[config.mk]
export PLATFORM = sky130hd
export DESIGN_NAME = red_pitaya_cordic_rot_block
export DESIGN_NICKNAME = d
export VERILOG_FILES = /design/src/rtl/red_pitaya_cordic_pkg.sv /design/src/rtl/red_pitaya_cordic_rot_stage.sv /design/src/rtl/red_pitaya_cordic_rot_block.sv
export SDC_FILE = /design/constraint.sdc
export NUM_CORES = 2
export LEC_CHECK = 0
export CORE_ASPECT_RATIO = 1.1
export CORE_MARGIN = 2
export CORE_UTILIZATION = 50
export CTS_CLUSTER_DIAMETER = 100
export DETAILED_ROUTE_END_ITERATION = 10
export PLACE_DENSITY_LB_ADDON = 0.12
export SLEW_MARGIN = 20
export SYNTH_ARGS = -nofsm -noshare
export SYNTH_HDL_FRONTEND = slang
export SYNTH_SLANG_ARGS = --single-unit
[constraint.sdc]
create_clock -name clk_i -period 80.9 [get_ports clk_i]
set_input_delay 16.18 -clock clk_i [delete_from_list [all_inputs] [get_ports clk_i]]
set_output_delay 16.18 -clock clk_i [all_outputs]
set_load 0.02 [all_outputs]
[src/rtl/red_pitaya_cordic_pkg.sv]
// rtl/red_pitaya_cordic_pkg.sv - shared CORDIC constants for the rotator and PFD blocks
package red_pitaya_cordic_pkg;

  // 1/1.16443 as a Q15 multiplier; it undoes the gain of iterations with shifts 1..N
  localparam int CORDIC_GAIN_COMP  = 28141;
  localparam int CORDIC_GAIN_SHIFT = 15;

  // atan(2^-(n+1)) in units of 2^15 per full turn, rounded to nearest
  localparam int CORDIC_ATAN_DEPTH = 16;
  localparam int CORDIC_ATAN [CORDIC_ATAN_DEPTH] = '{
    2418, 1278, 649, 326, 163, 81, 41, 20, 10, 5, 3, 1, 1, 0, 0, 0
  };

  // Coarse quadrant selected before the fine iterations
  typedef enum logic [1:0] {
    QUAD_0   = 2'd0,
    QUAD_90  = 2'd1,
    QUAD_180 = 2'd2,
    QUAD_270 = 2'd3
  } cordic_quad_e;

endpackage

[src/rtl/red_pitaya_cordic_rot_stage.sv]
// rtl/red_pitaya_cordic_rot_stage.sv - one registered CORDIC micro-rotation
module red_pitaya_cordic_rot_stage #(
  parameter int WIDTH  = 20,
  parameter int ZWIDTH = 15,
  parameter int SHIFT  = 1,
  parameter int ANGLE  = 2418
) (
  input  logic                     i_clk,
  input  logic                     i_rst,
  input  logic signed [WIDTH-1:0]  i_x,
  input  logic signed [WIDTH-1:0]  i_y,
  input  logic signed [ZWIDTH-1:0] i_z,
  output logic signed [WIDTH-1:0]  o_x,
  output logic signed [WIDTH-1:0]  o_y,
  output logic signed [ZWIDTH-1:0] o_z
);

  localparam logic signed [ZWIDTH-1:0] ANG = ZWIDTH'(ANGLE);

  logic signed [WIDTH-1:0]  w_xs;
  logic signed [WIDTH-1:0]  w_ys;
  logic signed [WIDTH-1:0]  r_x;
  logic signed [WIDTH-1:0]  r_y;
  logic signed [ZWIDTH-1:0] r_z;

  assign w_xs = i_x >>> SHIFT;
  assign w_ys = i_y >>> SHIFT;

  // Rotate towards z = 0: counter-clockwise while residual is non-negative
  always_ff @(posedge i_clk or posedge i_rst) begin
    if (i_rst) begin
      r_x <= '0;
      r_y <= '0;
      r_z <= '0;
    end else if (!i_z[ZWIDTH-1]) begin
      r_x <= i_x - w_ys;
      r_y <= i_y + w_xs;
      r_z <= i_z - ANG;
    end else begin
      r_x <= i_x + w_ys;
      r_y <= i_y - w_xs;
      r_z <= i_z + ANG;
    end
  end

  assign o_x = r_x;
  assign o_y = r_y;
  assign o_z = r_z;

endmodule

[src/rtl/red_pitaya_cordic_rot_block.sv]
// rtl/red_pitaya_cordic_rot_block.sv - pipelined CORDIC rotator producing amp*cos/sin of a phase
module red_pitaya_cordic_rot_block
  import red_pitaya_cordic_pkg::*;
#(
  parameter int SIGNALBITS   = 14,
  parameter int WORKINGWIDTH = 20,
  parameter int PHASEWIDTH   = 15,
  parameter int NSTAGES      = 12
) (
  input  logic                         clk_i,
  input  logic                         rst_i,
  input  logic                         valid_i,
  input  logic signed [SIGNALBITS-1:0] amp_i,
  input  logic        [PHASEWIDTH-1:0] phase_i,
  input  logic        [PHASEWIDTH-1:0] phase_inc_i,
  input  logic                         acc_en_i,
  input  logic                         sync_i,
  output logic signed [SIGNALBITS-1:0] i_o,
  output logic signed [SIGNALBITS-1:0] q_o,
  output logic                         valid_o
);

  localparam int SB    = SIGNALBITS;
  localparam int WW    = WORKINGWIDTH;
  localparam int PW    = PHASEWIDTH;
  localparam int DROP  = WW - SB - 2;
  localparam int PRODW = SB + 16;
  localparam int LAT   = NSTAGES + 3;

  localparam logic signed [PRODW-1:0] GAIN = PRODW'(CORDIC_GAIN_COMP);
  localparam logic signed [WW:0]      HALF = (WW+1)'((1 << DROP) >> 1);
  localparam logic signed [WW:0]      MAXV = (WW+1)'((1 << (SB-1)) - 1);
  localparam logic signed [WW:0]      MINV = (WW+1)'(-(1 << (SB-1)));

  // Phase accumulator and per-sample phase selection
  logic [PW-1:0] r_acc;
  logic [PW-1:0] w_phase_sel;

  assign w_phase_sel = acc_en_i ? r_acc : phase_i;

  // Sync wins over the increment; the current sample still sees the old value
  always_ff @(posedge clk_i or posedge rst_i) begin
    if (rst_i) begin
      r_acc <= '0;
    end else if (sync_i) begin
      r_acc <= '0;
    end else if (valid_i && acc_en_i) begin
      r_acc <= r_acc + phase_inc_i;
    end
  end

  // Stage 0: gain compensation, placed with 2 headroom bits and DROP guard bits
  logic signed [PRODW-1:0] w_prod;
  logic signed [PRODW-1:0] w_shift;
  logic signed [SB-1:0]    w_scaled;
  logic signed [WW-1:0]    w_amp_work;
  logic signed [WW-1:0]    r_amp;
  logic        [PW-1:0]    r_phase;

  assign w_prod     = PRODW'(amp_i) * GAIN;
  assign w_shift    = w_prod >>> CORDIC_GAIN_SHIFT;
  assign w_scaled   = w_shift[SB-1:0];
  assign w_amp_work = WW'(w_scaled) <<< DROP;

  // Register scaled amplitude and chosen phase
  always_ff @(posedge clk_i or posedge rst_i) begin
    if (rst_i) begin
      r_amp   <= '0;
      r_phase <= '0;
    end else begin
      r_amp   <= w_amp_work;
      r_phase <= w_phase_sel;
    end
  end

  // Stage 1: coarse 90-degree pre-rotation leaves a residual within +/-45 degrees
  logic [PW-1:0]        w_ph_off;
  cordic_quad_e         w_quad;
  logic signed [PW-1:0] w_zres;
  logic signed [WW-1:0] w_x0;
  logic signed [WW-1:0] w_y0;
  logic signed [WW-1:0] r_x1;
  logic signed [WW-1:0] r_y1;
  logic signed [PW-1:0] r_z1;

  assign w_ph_off = r_phase + PW'(1 << (PW-3));
  assign w_quad   = cordic_quad_e'(w_ph_off[PW-1 -: 2]);
  assign w_zres   = $signed(r_phase - {w_quad, {(PW-2){1'b0}}});

  // Starting vector for each quadrant
  always_comb begin
    w_x0 = r_amp;
    w_y0 = '0;
    case (w_quad)
      QUAD_90:  begin w_x0 = '0;     w_y0 = r_amp;  end
      QUAD_180: begin w_x0 = -r_amp; w_y0 = '0;     end
      QUAD_270: begin w_x0 = '0;     w_y0 = -r_amp; end
      default:  ;
    endcase
  end

  // Register the pre-rotated vector and residual angle
  always_ff @(posedge clk_i or posedge rst_i) begin
    if (rst_i) begin
      r_x1 <= '0;
      r_y1 <= '0;
      r_z1 <= '0;
    end else begin
      r_x1 <= w_x0;
      r_y1 <= w_y0;
      r_z1 <= w_zres;
    end
  end

  // Fine iterations with shifts 1..NSTAGES
  logic signed [WW-1:0] w_x [0:NSTAGES];
  logic signed [WW-1:0] w_y [0:NSTAGES];
  logic signed [PW-1:0] w_z [0:NSTAGES];

  assign w_x[0] = r_x1;
  assign w_y[0] = r_y1;
  assign w_z[0] = r_z1;

  for (genvar n = 0; n < NSTAGES; n++) begin : g_stage
    red_pitaya_cordic_rot_stage #(
      .WIDTH  (WW),
      .ZWIDTH (PW),
      .SHIFT  (n + 1),
      .ANGLE  (CORDIC_ATAN[n])
    ) u_stage (
      .i_clk (clk_i),
      .i_rst (rst_i),
      .i_x   (w_x[n]),
      .i_y   (w_y[n]),
      .i_z   (w_z[n]),
      .o_x   (w_x[n+1]),
      .o_y   (w_y[n+1]),
      .o_z   (w_z[n+1])
    );
  end

  // Output: round half-up while dropping guard bits, then clamp to SB bits
  function automatic logic signed [SB-1:0] sat(input logic signed [WW:0] v);
    if (v > MAXV) return MAXV[SB-1:0];
    if (v < MINV) return MINV[SB-1:0];
    return v[SB-1:0];
  endfunction

  logic signed [WW:0]   w_xr;
  logic signed [WW:0]   w_yr;
  logic signed [SB-1:0] r_i;
  logic signed [SB-1:0] r_q;

  assign w_xr = ((WW+1)'(w_x[NSTAGES]) + HALF) >>> DROP;
  assign w_yr = ((WW+1)'(w_y[NSTAGES]) + HALF) >>> DROP;

  // Register the final saturated I/Q
  always_ff @(posedge clk_i or posedge rst_i) begin
    if (rst_i) begin
      r_i <= '0;
      r_q <= '0;
    end else begin
      r_i <= sat(w_xr);
      r_q <= sat(w_yr);
    end
  end

  // Valid strobe travels alongside the data
  logic [LAT-1:0] r_valid;

  always_ff @(posedge clk_i or posedge rst_i) begin
    if (rst_i) begin
      r_valid <= '0;
    end else begin
      r_valid <= {r_valid[LAT-2:0], valid_i};
    end
  end

  assign i_o     = r_i;
  assign q_o     = r_q;
  assign valid_o = r_valid[LAT-1];

  // Bits that are intentionally discarded
  logic w_unused;
  assign w_unused = &{1'b0, w_shift[PRODW-1:SB], w_ph_off[PW-3:0], w_z[NSTAGES]};

endmodule

==> metrics.txt <==
status finished, final reports clean; proportion of synthesized area in mux cells 0.01497; Root Buffer clkbuf_16; Hold Vio Cnt, Final 0; postcts setup bufs 0; fin nets approximately 7,000; routed vias approximately 41,000; RSZ-0062 raised after global routing no; Critical Path Slowest Stage Cell fa_1; antenna-violating nets left 0; area of the core 110,800 um^2; Mapped Nets 6,719; hold buffers post-CTS 0; asr flop ratio synth 1.000; FF+latch count, synth approximately 750; gpl congestion approximately 0.88; largest family of logic cells by synthesized area adder cells; most common cell after layout, fill and taps aside dfrtp_1; max cap viols 0; first-pass GRT wire length 209,100 um; largest stage delay on the critical path 0.60 ns; CTS max path bufs 3; die area 114,400 um^2; Slew Limit Fails 0; # DRC 0; H-tree depth 3; drt total wl around 130,000 um; EDFF count, synth 0; largest net degree at the start of global routing 170; Iter 0 DRT Violations 2,139; # setup viols final 0; crit path cell chain clkdlybuf4s50_1, fa_1, inv_1, fa_1, inv_1, fa_1, inv_1, fa_1, inv_1, fa_1, inv_1, fa_1, inv_1, ha_1, nand3_1, o221ai_1, o2111ai_1, a21oi_1, o31a_1, a31oi_1, o2111ai_1, a21oi_1, xnor2_1; synthesis-to-layout area growth 9.936%; Arrival @ worst endpoint 22.49 ns; Die W approximately 320 um; Syn Inst Count 5,827; setup TNS 0 ns; I/O pins 78; antenna violations before repair 0; hold crit path type register to register; most frequent cells in the layout dfrtp_1, ha_1, a21oi_1; n_diodes 0; GR Overflow Total 0; FILL cells 9,977; Yosys warning count 0; simple-gate portion of the synthesized area 0.1190; CP endpoint kind register; vias in the first global route 41,030; mean number of vias per cell 5.502; Slew HR 0.2332; Synth Cell Area 55,850 um^2; startpoint types primary input; min cycle time layout 21.88 ns; Final period util 0.2705; clk_skew 0.04505 ns; number of library cell types mapped by synthesis between 80 and 90; Critical Path RT 81.51 ns; Sink Count 751; CTS tree built; number of port buffers 77; first drt pass iteration count 5; CTS clk-pin slew, worst paths 0.06 ns; share of cells above drive strength 1 0.04839; critical-path maximum fanout 6; area fraction in compound gates after synthesis 0.1659; Avg Synthesized Cell Area 9.584 um^2; Slew @ Worst Pin 1.134 ns; cts bufs inserted 86; Detailed Place HPWL 101,000 um; Most used DFF post-synth dfrtp_1; clk_lat worst skew 0.69 ns; overall routing resource usage 0.2251; Resize count post-CTS 0; Synth Area in XOR/XNOR 0.1287; Routed wire per std cell 16.82 um; Synth Area in Adders 0.2046; Std-Cell Rows 128; sequential cell area fraction in the yosys report 0.3365; Initial Util 0.5039; die height 354.5 um; Crit Path Class primary input to register; fmax ~0.046 GHz
cells in the mapped netlist (34+ instances only):
cell | number | area (um^2)
a211oi_1 | 41 | 307.8
nand2_1 | 254 | 953.4
fa_1 | 117 | 2342
a31oi_1 | 37 | 231.5
nor2_1 | 523 | 1963
and3_1 | 35 | 219.0
xnor2_1 | 572 | 5010
a21o_1 | 174 | 1306
clkbuf_1 | 61 | 229.0
mux2_2 | 44 | 495.5
o21a_1 | 70 | 525.5
nor3_1 | 176 | 880.8
a21oi_1 | 606 | 3033
nand3_1 | 77 | 385.4
inv_1 | 380 | 1426
dfrtp_1 | 751 | 18790
xor2_1 | 247 | 2163
nor2b_1 | 95 | 594.3
ha_1 | 726 | 9084
nor4_1 | 40 | 250.2
mux2i_1 | 34 | 340.3
o21bai_1 | 63 | 473.0
o21ai_0 | 237 | 1186
nand2b_1 | 53 | 331.6
stage by stage:
| stage | setup WS [ns] | hold WS, ns | area (um^2) | utilization | cells |
|---|---|---|---|---|---|
| after floorplan | 43.64 | 0.3312 | 55850 | - | 5827 |
| after global placement | 58.29 | 0.3325 | 58420 | 0.5271 | 7348 |
| after detailed placement | 58.25 | 0.3347 | 58420 | 0.5271 | 7348 |
| after CTS | 58.96 | 0.3471 | 61390 | 0.5539 | 7509 |
| after global routing | 58.56 | 0.3537 | 61400 | 0.5540 | 7509 |
| final | 59.02 | 0.3469 | 61400 | 0.5540 | 7509 |
kinds of logic after synthesis:
| group | Yosys count |
|---|---|
| flip-flops | 751 |
| XOR/XNOR | 820 |
| adder cells (fa/ha/maj) | 843 |
| multiplexers | 78 |
| buffers and inverters | 451 |
| AND/OR/NAND/NOR | 1405 |
| AO/OA/AOI/OAI | 1479 |
worst paths after layout:
path                                                startpoint                                   end  slack, ns  cells after the start
setup / recovery                                      amp_i[3]                   r_amp[17]$_DFF_PP0_      59.02                     23
hold / removal                            r_valid[9]$_DFF_PP0_                 r_valid[10]$_DFF_PP0_       0.35                      0
setup reg to reg           g_stage[2].u_stage.o_x[8]$_DFF_PP0_  g_stage[3].u_stage.o_y[19]$_DFF_PP0_      76.41                     16
hold reg to reg                           r_valid[9]$_DFF_PP0_                 r_valid[10]$_DFF_PP0_       0.35                      0
max in group asynchronous                                rst_i                  r_valid[2]$_DFF_PP0_      62.68                      4
min in group asynchronous                                rst_i   g_stage[9].u_stage.o_x[3]$_DFF_PP0_      16.03                      2
flip-flops by register name (all words and copies together), names as in the netlist:
| name | cells |
|---|---|
| r_acc | 15 |
| g_stage.u_stage.o_z | 151 |
| q_o | 14 |
| i_o | 14 |
| g_stage.u_stage.o_y | 233 |
| r_z1 | 15 |
| r_valid | 15 |
| r_y1 | 16 |
| r_phase | 15 |
| r_x1 | 16 |
| g_stage.u_stage.o_x | 233 |
| r_amp | 14 |
routing by layer:
layer / wire length [um] / track usage / vias to the layer above / share of wire
met5: 0 / 0 / - / 0
met4: 3667 / 0.07498 / 0 / 0.029
met3: 3878 / 0.02796 / 173 / 0.031
met2: 64140 / 0.4049 / 575 / 0.51
met1: 54610 / 0.2778 / 19820 / 0.43
li1: - / - / 20750 / -
cell type report:
type | count | area (um^2) | area share
Multi-Input combinational cell | 4625 | 35370 | 0.5761
Sequential cell | 751 | 18790 | 0.3061
Clock buffer | 108 | 2345 | 0.03819
Tap cell | 1495 | 1871 | 0.03047
Inverter | 380 | 1434 | 0.02335
Timing Repair Buffer | 97 | 962.2 | 0.01567
Clock inverter | 53 | 624.3 | 0.01017
critical path, delay by kind of cell:
family,cells,cell delay (ns)
AOI/OAI and AO/OA,7,1.76
xor gates and xnor gates,1,0.13
adders and majority gates,7,3.40
buffers and inverters,7,0.88
and+or+nand+nor,1,0.11
Power is not shown: default switching activity piles up to over one toggle a cycle in this logic, so the estimate is an artifact.
